## src/rtl/program_loader_if.sv

```systemverilog
// Loader-side bundle: the incoming byte stream plus the instruction-memory write port.
// The loader takes the master view; the host/memory side takes the slave view.
interface program_loader_if #(
  parameter int ADDR_WIDTH = 8
);
  logic                  in_valid;
  logic [7:0]            in_data;
  logic                  in_ready;
  logic                  imem_we;
  logic [ADDR_WIDTH-1:0] imem_addr;
  logic [31:0]           imem_wdata;

  modport master (
    input  in_valid, in_data,
    output in_ready, imem_we, imem_addr, imem_wdata
  );

  modport slave (
    output in_valid, in_data,
    input  in_ready, imem_we, imem_addr, imem_wdata
  );
endinterface

```

## src/rtl/program_loader.sv

```systemverilog
// Boot-time instruction-memory writer: length-prefixed byte stream in, little-endian
// 32-bit words out to the imem write port; the core stays in reset until the load ends.
module program_loader #(
  parameter int ADDR_WIDTH = 8
) (
  input  logic             clock,
  input  logic             reset,
  input  logic             start,
  program_loader_if.master bus,
  output logic             cpu_reset,
  output logic             busy,
  output logic             done,
  output logic             error
);

  typedef enum logic [2:0] {
    IDLE,
    LEN_LO,
    LEN_HI,
    DATA,
    FLUSH,
    DONE,
    ERROR
  } state_t;

  localparam logic [ADDR_WIDTH:0] WORD_ONE = {{ADDR_WIDTH{1'b0}}, 1'b1};
  localparam logic [31:0]         CAPACITY = 32'd1 << ADDR_WIDTH;

  state_t              state;
  state_t              state_next;

  logic [7:0]          len_lo;
  logic [15:0]         len;
  logic [1:0]          byte_idx;
  logic [ADDR_WIDTH:0] word_idx;
  logic [23:0]         asm_word;

  logic                accept;
  logic [15:0]         len_word;
  logic                too_long;
  logic                last_word;

  assign accept   = bus.in_valid & bus.in_ready;
  assign len_word = {bus.in_data, len_lo};
  assign too_long = {16'd0, len_word} > CAPACITY;

  // Word index is one bit wider than the address so a full-capacity load can count to N.
  assign last_word = ({{(31 - ADDR_WIDTH){1'b0}}, word_idx} + 32'd1) == {16'd0, len};

  // NOTE: every signal written here gets a default first, so no path leaves it unassigned
  // and no latch is inferred.
  always_comb begin
    state_next = state;
    case (state)
      IDLE, DONE, ERROR: begin
        if (start) state_next = LEN_LO;
      end
      LEN_LO: begin
        if (accept) state_next = LEN_HI;
      end
      LEN_HI: begin
        if (accept) begin
          if (len_word == 16'd0) state_next = DONE;
          else if (too_long)     state_next = ERROR;
          else                   state_next = DATA;
        end
      end
      DATA: begin
        if (accept && (byte_idx == 2'd3) && last_word) state_next = FLUSH;
      end
      FLUSH:   state_next = DONE;
      default: state_next = IDLE;
    endcase
  end

  // NOTE: sequential state uses non-blocking assignments so every register samples
  // the pre-edge values of the others, independent of statement order.
  // Status outputs are registered from the next state, so they track the state exactly.
  always_ff @(posedge clock) begin
    if (reset) begin
      state        <= IDLE;
      bus.in_ready <= 1'b0;
      cpu_reset    <= 1'b1;
      busy         <= 1'b0;
      done         <= 1'b0;
      error        <= 1'b0;
    end else begin
      state        <= state_next;
      bus.in_ready <= state_next inside {LEN_LO, LEN_HI, DATA};
      cpu_reset    <= state_next != DONE;
      busy         <= state_next inside {LEN_LO, LEN_HI, DATA, FLUSH};
      done         <= state_next == DONE;
      error        <= state_next == ERROR;
    end
  end

  always_ff @(posedge clock) begin
    if (reset) begin
      len_lo         <= 8'd0;
      len            <= 16'd0;
      byte_idx       <= 2'd0;
      word_idx       <= '0;
      asm_word       <= 24'd0;
      bus.imem_we    <= 1'b0;
      bus.imem_addr  <= '0;
      bus.imem_wdata <= 32'd0;
    end else begin
      bus.imem_we <= 1'b0;
      if (accept) begin
        case (state)
          LEN_LO: len_lo <= bus.in_data;
          LEN_HI: begin
            len      <= len_word;
            byte_idx <= 2'd0;
            word_idx <= '0;
          end
          DATA: begin
            byte_idx <= byte_idx + 2'd1;
            // Lanes 0..2 are held; the word is only ever written whole, on lane 3.
            case (byte_idx)
              2'd0: asm_word[7:0]   <= bus.in_data;
              2'd1: asm_word[15:8]  <= bus.in_data;
              2'd2: asm_word[23:16] <= bus.in_data;
              default: begin
                bus.imem_wdata <= {bus.in_data, asm_word};
                bus.imem_addr  <= word_idx[ADDR_WIDTH-1:0];
                bus.imem_we    <= 1'b1;
                word_idx       <= word_idx + WORD_ONE;
              end
            endcase
          end
          default: ;
        endcase
      end
    end
  end

endmodule

```

## src/flat_wrapper.sv

```systemverilog
// flat-port wrapper written by rule: the top's interface ports become plain ports
module program_loader_flat 
#(
  parameter int ADDR_WIDTH = 8
)
  (clock, reset, start, cpu_reset, busy, done, error, bus_in_valid, bus_in_data, bus_in_ready, bus_imem_we, bus_imem_addr, bus_imem_wdata);
  program_loader_if #(.ADDR_WIDTH(ADDR_WIDTH)) bus_i ();
  input  logic clock;
  input  logic reset;
  input  logic start;
  output logic cpu_reset;
  output logic busy;
  output logic done;
  output logic error;
  input wire logic [$bits(bus_i.in_valid)-1:0] bus_in_valid;
  input wire logic [$bits(bus_i.in_data)-1:0] bus_in_data;
  output wire logic [$bits(bus_i.in_ready)-1:0] bus_in_ready;
  output wire logic [$bits(bus_i.imem_we)-1:0] bus_imem_we;
  output wire logic [$bits(bus_i.imem_addr)-1:0] bus_imem_addr;
  output wire logic [$bits(bus_i.imem_wdata)-1:0] bus_imem_wdata;
  assign bus_i.in_valid = bus_in_valid;
  assign bus_i.in_data = bus_in_data;
  assign bus_in_ready = bus_i.in_ready;
  assign bus_imem_we = bus_i.imem_we;
  assign bus_imem_addr = bus_i.imem_addr;
  assign bus_imem_wdata = bus_i.imem_wdata;
  program_loader #(.ADDR_WIDTH(ADDR_WIDTH)) u_core (.clock(clock), .reset(reset), .start(start), .bus(bus_i), .cpu_reset(cpu_reset), .busy(busy), .done(done), .error(error));
endmodule
```

## config.mk

```make
export PLATFORM = sky130hd
export DESIGN_NAME = program_loader_flat
export DESIGN_NICKNAME = d
export VERILOG_FILES = /design/src/rtl/program_loader_if.sv /design/src/rtl/program_loader.sv /design/src/flat_wrapper.sv
export SDC_FILE = /design/constraint.sdc
export NUM_CORES = 1
export LEC_CHECK = 0
export ABC_AREA = 1
export CORE_ASPECT_RATIO = 0.8
export CORE_MARGIN = 8
export CORE_UTILIZATION = 50
export CTS_CLUSTER_DIAMETER = 120
export DETAILED_ROUTE_END_ITERATION = 6
export GPL_TIMING_DRIVEN = 0
export PLACE_DENSITY_LB_ADDON = 0.2
export SLEW_MARGIN = 0
export SYNTH_ARGS = -nofsm -noshare
export SYNTH_HDL_FRONTEND = slang
export SYNTH_SLANG_ARGS = --single-unit
```

## constraint.sdc

```tcl
create_clock -name clock -period 1.9 [get_ports clock]
set_clock_uncertainty 0.15 [all_clocks]
set_input_delay 0.19 -clock clock [delete_from_list [all_inputs] [get_ports clock]]
set_output_delay 0.19 -clock clock [all_outputs]
set_load 0.005 [all_outputs]
```

Word level (Yosys, flattened, before mapping) --
Cells that the tools add are included.
Storage, ports and cells: register bits 108, bits of input ports 12, output and inout bits 46, word-level logic and storage cells 72
Cells by class: $add $sub $neg 3, magnitude comparators 1, equal/unequal tests 18, multiplexer cells 11, bitwise logic cells 4, reduce and logical (&&, ||, !) cells 19
Operators with widths (number):
- equality test 32 x 16 -> 1 bit | 1
- equality test 3 bit, second input constant | 6
- 2-to-1 mux 3 bit | 6
- one-hot mux 9 bit (2 select lines) | 1
- > comparator 16 x 9 -> 1 bit, second input constant | 1
- logical NOT 16 bit | 1
- one-hot mux 3 bit (5 select lines) | 1
- AND reduction 3 bit | 5
- equality test 3 x 2 -> 1 bit, second input constant | 4
- adder 9 x 1 -> 10 bit, second input constant | 1
- adder 9 x 1 -> 9 bit, second input constant | 1
- 2-to-1 mux 9 bit | 1
- OR reduction 3 bit | 3
- equality test 3 x 1 -> 1 bit, second input constant | 2
- AND reduction 2 bit | 3
- equality test 2 bit, second input constant | 2
- one-hot mux 2 bit (2 select lines) | 1
- nonzero test 4 bit | 1
- logical NOT 3 bit | 1
- != test 3 bit, second input constant | 1
- NOT 1 bit | 3
- nonzero test 3 bit | 1
- adder 2 x 1 -> 2 bit, second input constant | 1
- equality test 2 x 1 -> 1 bit, second input constant | 1
- other kinds (6) | 7

Depth between registers and ports, before layout --
depth after elaboration 7, depth in mapped cells 15, depth with buffers taken out 15

Worst setup path before layout --
Ideal clock, no wire load.
kind register to register, start register u_core.word_idx[1], end register u_core.busy, setup time 0.113 ns, arrival 1.619 ns, data required time 1.637 ns, setup slack 0.018 ns, stages on the path, launching flop included 15, path buffers 0, period minus slack after synthesis 1.882 ns, cells stage by stage dfxtp_1 ha_1 nand3_1 inv_1 nand2_1 nand2_1 nand3_1 nand2_1 nand2_1 nor2_1 nand3_1 nand2_1 nor2_1 nand2_1 nand2_1
On the way: longest elaborated chain between the ends 7, elaborated cells on any way between the ends 10, classes of those cells add/sub (1); eq/ne (5); mux (2); reduce/logical (2)
RTL lines:
- start, declared | RTL line program_loader.sv:35 | logic [ADDR_WIDTH:0] word_idx;
- start signal, assigned | RTL line program_loader.sv:128 | word_idx <= word_idx + WORD_ONE;
- adder 9 x 1 -> 10 bit (*) | RTL line program_loader.sv:48 | assign last_word = ({{(31 - ADDR_WIDTH){1'b0}}, word_idx} + 32'd1) == {16'd0, len};
- equality test 32 x 16 -> 1 bit (*) | RTL line program_loader.sv:48
- logical AND 1 bit (*) | RTL line program_loader.sv:69 | if (accept && (byte_idx == 2'd3) && last_word) state_next = FLUSH;
- 2-to-1 mux 3 bit (*) | RTL line program_loader.sv:69
- one-hot mux 3 bit (5 select lines) (*) | RTL line program_loader.sv:54 | case (state)
- equality test 3 x 1 -> 1 bit, or another cell as far along | RTL line program_loader.sv:91 | busy <= state_next inside {LEN_LO, LEN_HI, DATA, FLUSH};
- nonzero test 4 bit (*) | RTL line program_loader.sv:91
- end signal, assigned | RTL line program_loader.sv:91
- end, declared | RTL line program_loader.sv:11 | output logic busy,
Every way passes the cells marked *; elsewhere a longest branch is shown, timed or not. A chain may end at the register's enable or synchronous reset.

Final worst setup path --
start register u_core.word_idx[0], end register u_core.busy
Same word-level chain as after synthesis.

==> reports/metrics.yaml <==
timing:
  setup-violations-final: 10
  grt_setup_unrepaired: "yes"
  finalWorstPathRequiredPeriod_ps: 1970
  fin_crit_sh_pct: 104
  report.final.slew_viol_count: 0
  timing.max_slew.rel_slack_pct: 61.4
  postLayoutSetupSlackWorst_ps: -68.6
  timing.fmax_mhz: 508
  worst-slew-pin-transition_ps: 579
  timing.final.hold_violations: 0
worst_setup_path:
  path_class: "reg -> reg"
  worst_ep_arrival_time_ps: 2070
  critPathRequiredTime_ps: 2000
  critical_path_peak_fanout: 6
  end_kind: "flop"
  setup.worst_path.start_class: "flop"
global_route:
  grt_util_met3_pct: 3.84
  met1_routing_resource_usage_after_global_routing_pct: 25.8
  grt.busiest_layer: "met2"
  pin_count_of_the_biggest_net_entering_global_routing: 21
  gr-usage-all-layers_pct: 19.8
  grt_use_met2_pct: 32.6
  overflow: 0
  via_count_of_the_first_global_routing_pass: 4105
  antenna_found_initial: 0
  wire_length_of_the_first_global_routing_pass_microns: 19800
run_status:
  status: "complete, but fails checks"
  failed_checks: "negative setup slack"
clocking:
  clk_pin_slew_ps: 70
  tritoncts_num_sinks: 108
  cts-buffers-inserted: 9
  cts.root.buffer_cell: "sky130_fd_sc_hd__clkbuf_16"
  cts.htree.levels: 3
  tritoncts: "built"
  ctsLongestPathBuffers: 2
  hold_buffers: 0
  worst_skew_pair.late_latency_ps: 340
pwr:
  net-switching-power_mw: 1.10
  ir_worst_vdd_mv: 0.604
  static-leakage-power_nw: 2.31
  power.density_nw_per_um2: 778
  power.share.sequential_pct: 50.6
  comb_power_share_pct: 6.3
  internal-power_mw: 3.43
  power_switching_share_pct: 24.2
  clock_power_share_pct: 43.1
route:
  drt_drc_violations_left: 0
  drt_first_pass_iters: 6
  postRouteAntennaNets: 0
  avgRoutedWirePerCell_microns: 14.6
  finalWirelength_microns: 12100
  vias: 4415
  drt_iter0_drc: 288
  detail_route.vias_per_cell: 5.29
floorplanning:
  placement_rows: 31
  die-area_sq_um: 12400
  start_util_pct: 50.7
  chipHeight_microns: 101
  core-area_sq_um: 8960
  ios: 58
  floorplan.die.width_microns: 123
logic_synthesis:
  mappedNetlistArea_sq_um: 4550
  yosysWarningCount: 0
  netlist_instances: 635
  synth_fp_nets: 653
  synth_seq_area_share_pct: 47.6
  ys_types: 26
  post_synthesis_sequential_element_count: 108
  syn_area_per_cell_sq_um: 7.16
finish:
  mostFrequentLayoutCell: "sky130_fd_sc_hd__nor2_1"
  num-nets-final: 732
  final_cell_count_no_fill: 834
  final_cell_mix: "129 x sky130_fd_sc_hd__nor2_1, 100 x sky130_fd_sc_hd__dfxtp_1, 90 x sky130_fd_sc_hd__o21ai_0, 76 x sky130_fd_sc_hd__nand2_1, 56 x sky130_fd_sc_hd__clkdlybuf4s50_1"
  antenna-diode-count: 0
  layout.filler_cells: 801
  flow.area_growth_from_synthesis_pct: 28.2
  layout.cell_area.non_filler_sq_um: 5830
  final_layout_size_suffix_gt1_share_pct: 11.8
place:
  dp_cells: 806
  io_buf_count: 56
  place.detailed.hpwl_microns: 8760
  gpl.final_weighted_congestion: 0.864
  dpl_cell_area_sq_um: 5250
flow_run:
  timing.max_cap.violations: 0
hold_path:
  timing.hold.worst.class: "in -> reg"
power by group through the flow:
stage / Combinational (mW) / Clock [mW] / Sequential, mW
after global routing: 0.318 / 2.06 / 2.30
after global placement: 0.259 / 0 / 2.35
after detailed placement: 0.268 / 0 / 2.35
after floorplan: 0.161 / 0 / 2.35
final: 0.286 / 1.95 / 2.29
after CTS: 0.274 / 1.98 / 2.29
metal layers:
metal  part of all wire [%]  up-vias
met5                      0        -
met4                    1.3        0
met3                    7.4       15
met2                     46      138
met1                     46     2033
li1                       -     2229
critical path, stage by stage, from the launching register on:
cell and delay, ps:
sky130_fd_sc_hd__dfxtp_4 400, sky130_fd_sc_hd__ha_4 180, sky130_fd_sc_hd__nand3_4 110, sky130_fd_sc_hd__nor2_4 130, sky130_fd_sc_hd__nand2_1 70, sky130_fd_sc_hd__nand3b_1 100
sky130_fd_sc_hd__nand2_1 60, sky130_fd_sc_hd__nor2_1 170, sky130_fd_sc_hd__nand3_2 130, sky130_fd_sc_hd__nand2_2 130, sky130_fd_sc_hd__nand3_2 100, sky130_fd_sc_hd__nand2_2 100
sky130_fd_sc_hd__nand2_1 50
cell usage after synthesis (all sizes together):
master	count	area share, %
a211oi	2	0.33
a21oi	56	6.2
a22oi	1	0.17
buf	13	1.6
clkbuf	17	1.4
dfxtp	108	48
ha	6	1.7
inv	60	5.0
nand2	86	7.4
nand3	43	4.7
nand3b	1	0.17
nand4	9	1.2
nor2	138	12
nor3	2	0.33
nor4	1	0.14
o211ai	1	0.17
o21ai	90	9.9
o22ai	1	0.14
flip-flops by register name, indices dropped and copies added (netlist names):
| signal | count |
|---|---|
| u_core.len | 16 |
| u_core.bus.imem_we | 1 |
| u_core.cpu_reset | 1 |
| u_core.busy | 1 |
| u_core.bus.imem_wdata | 32 |
| u_core.error | 1 |
| u_core.asm_word | 24 |
| u_core.bus.imem_addr | 8 |
| u_core.byte_idx | 2 |
| u_core.bus.in_ready | 1 |
| u_core.word_idx | 9 |
| u_core.len_lo | 8 |
| u_core.done | 1 |
| u_core.state | 3 |
stage by stage:
step | setup WS [ps] | hold slack (ps) | utilization [%] | power [mW] | TNS, ps
finish | -68.6 | 156 | 65.0 | 4.53 | -341
global route | -238 | 175 | 65.0 | 4.68 | -4190
CTS | -1.31 | 157 | 63.4 | 4.55 | -1.31
detailed placement | -358 | 308 | 58.6 | 2.62 | -22910
global placement | -314 | 293 | 58.6 | 2.61 | -19510
floorplan | 18.1 | 175 | - | 2.51 | 0
path summary, 6_finish.rpt:
path | from | endpoint | slack [ps] | cells past startpoint
setup reg to reg | u_core.word_idx[0]$_SDFFE_PP0P_ | u_core.busy$_SDFF_PP0_ | -70 | 12
hold reg to reg | u_core.len[14]$_SDFFE_PP0P_ | u_core.len[14]$_SDFFE_PP0P_ | 320 | 2
hold / removal | reset | u_core.byte_idx[1]$_SDFFE_PP0P_ | 160 | 2
setup / recovery | u_core.word_idx[0]$_SDFFE_PP0P_ | u_core.busy$_SDFF_PP0_ | -70 | 12
logic make-up (layout without fill, tap and decap cells):
| group | after synthesis | after routing | share of synthesized area [%] |
|---|---|---|---|
| and+or+nand+nor | 280 | 280 | 25.9 |
| AOI/OAI and AO/OA | 151 | 151 | 17.0 |
| DFF | 108 | 108 | 47.6 |
| buffers and inverters | 90 | 174 | 7.92 |
| adders and majority gates | 6 | 6 | 1.65 |
area by class of cell:
type	count	area (sq um)	area share (%)
flip-flops and latches	108	2180	37.4
clock buffers	9	225	3.87
clock inverters	7	91.3	1.57
well taps	115	144	2.47
plain buffers	29	166	2.86
repair buffers	69	661	11.3
multi-input cells	437	2130	36.6
inverters	60	228	3.91
repair_timing:
action,CTS,global route
resized for setup,30,28
endpoints found under the setup margin,51,80
cloned,0,2
pin swaps,10,5
setup buffers,3,8
hold endpoints to repair,0,0
Note: power is estimated with default switching activity, not from simulation.
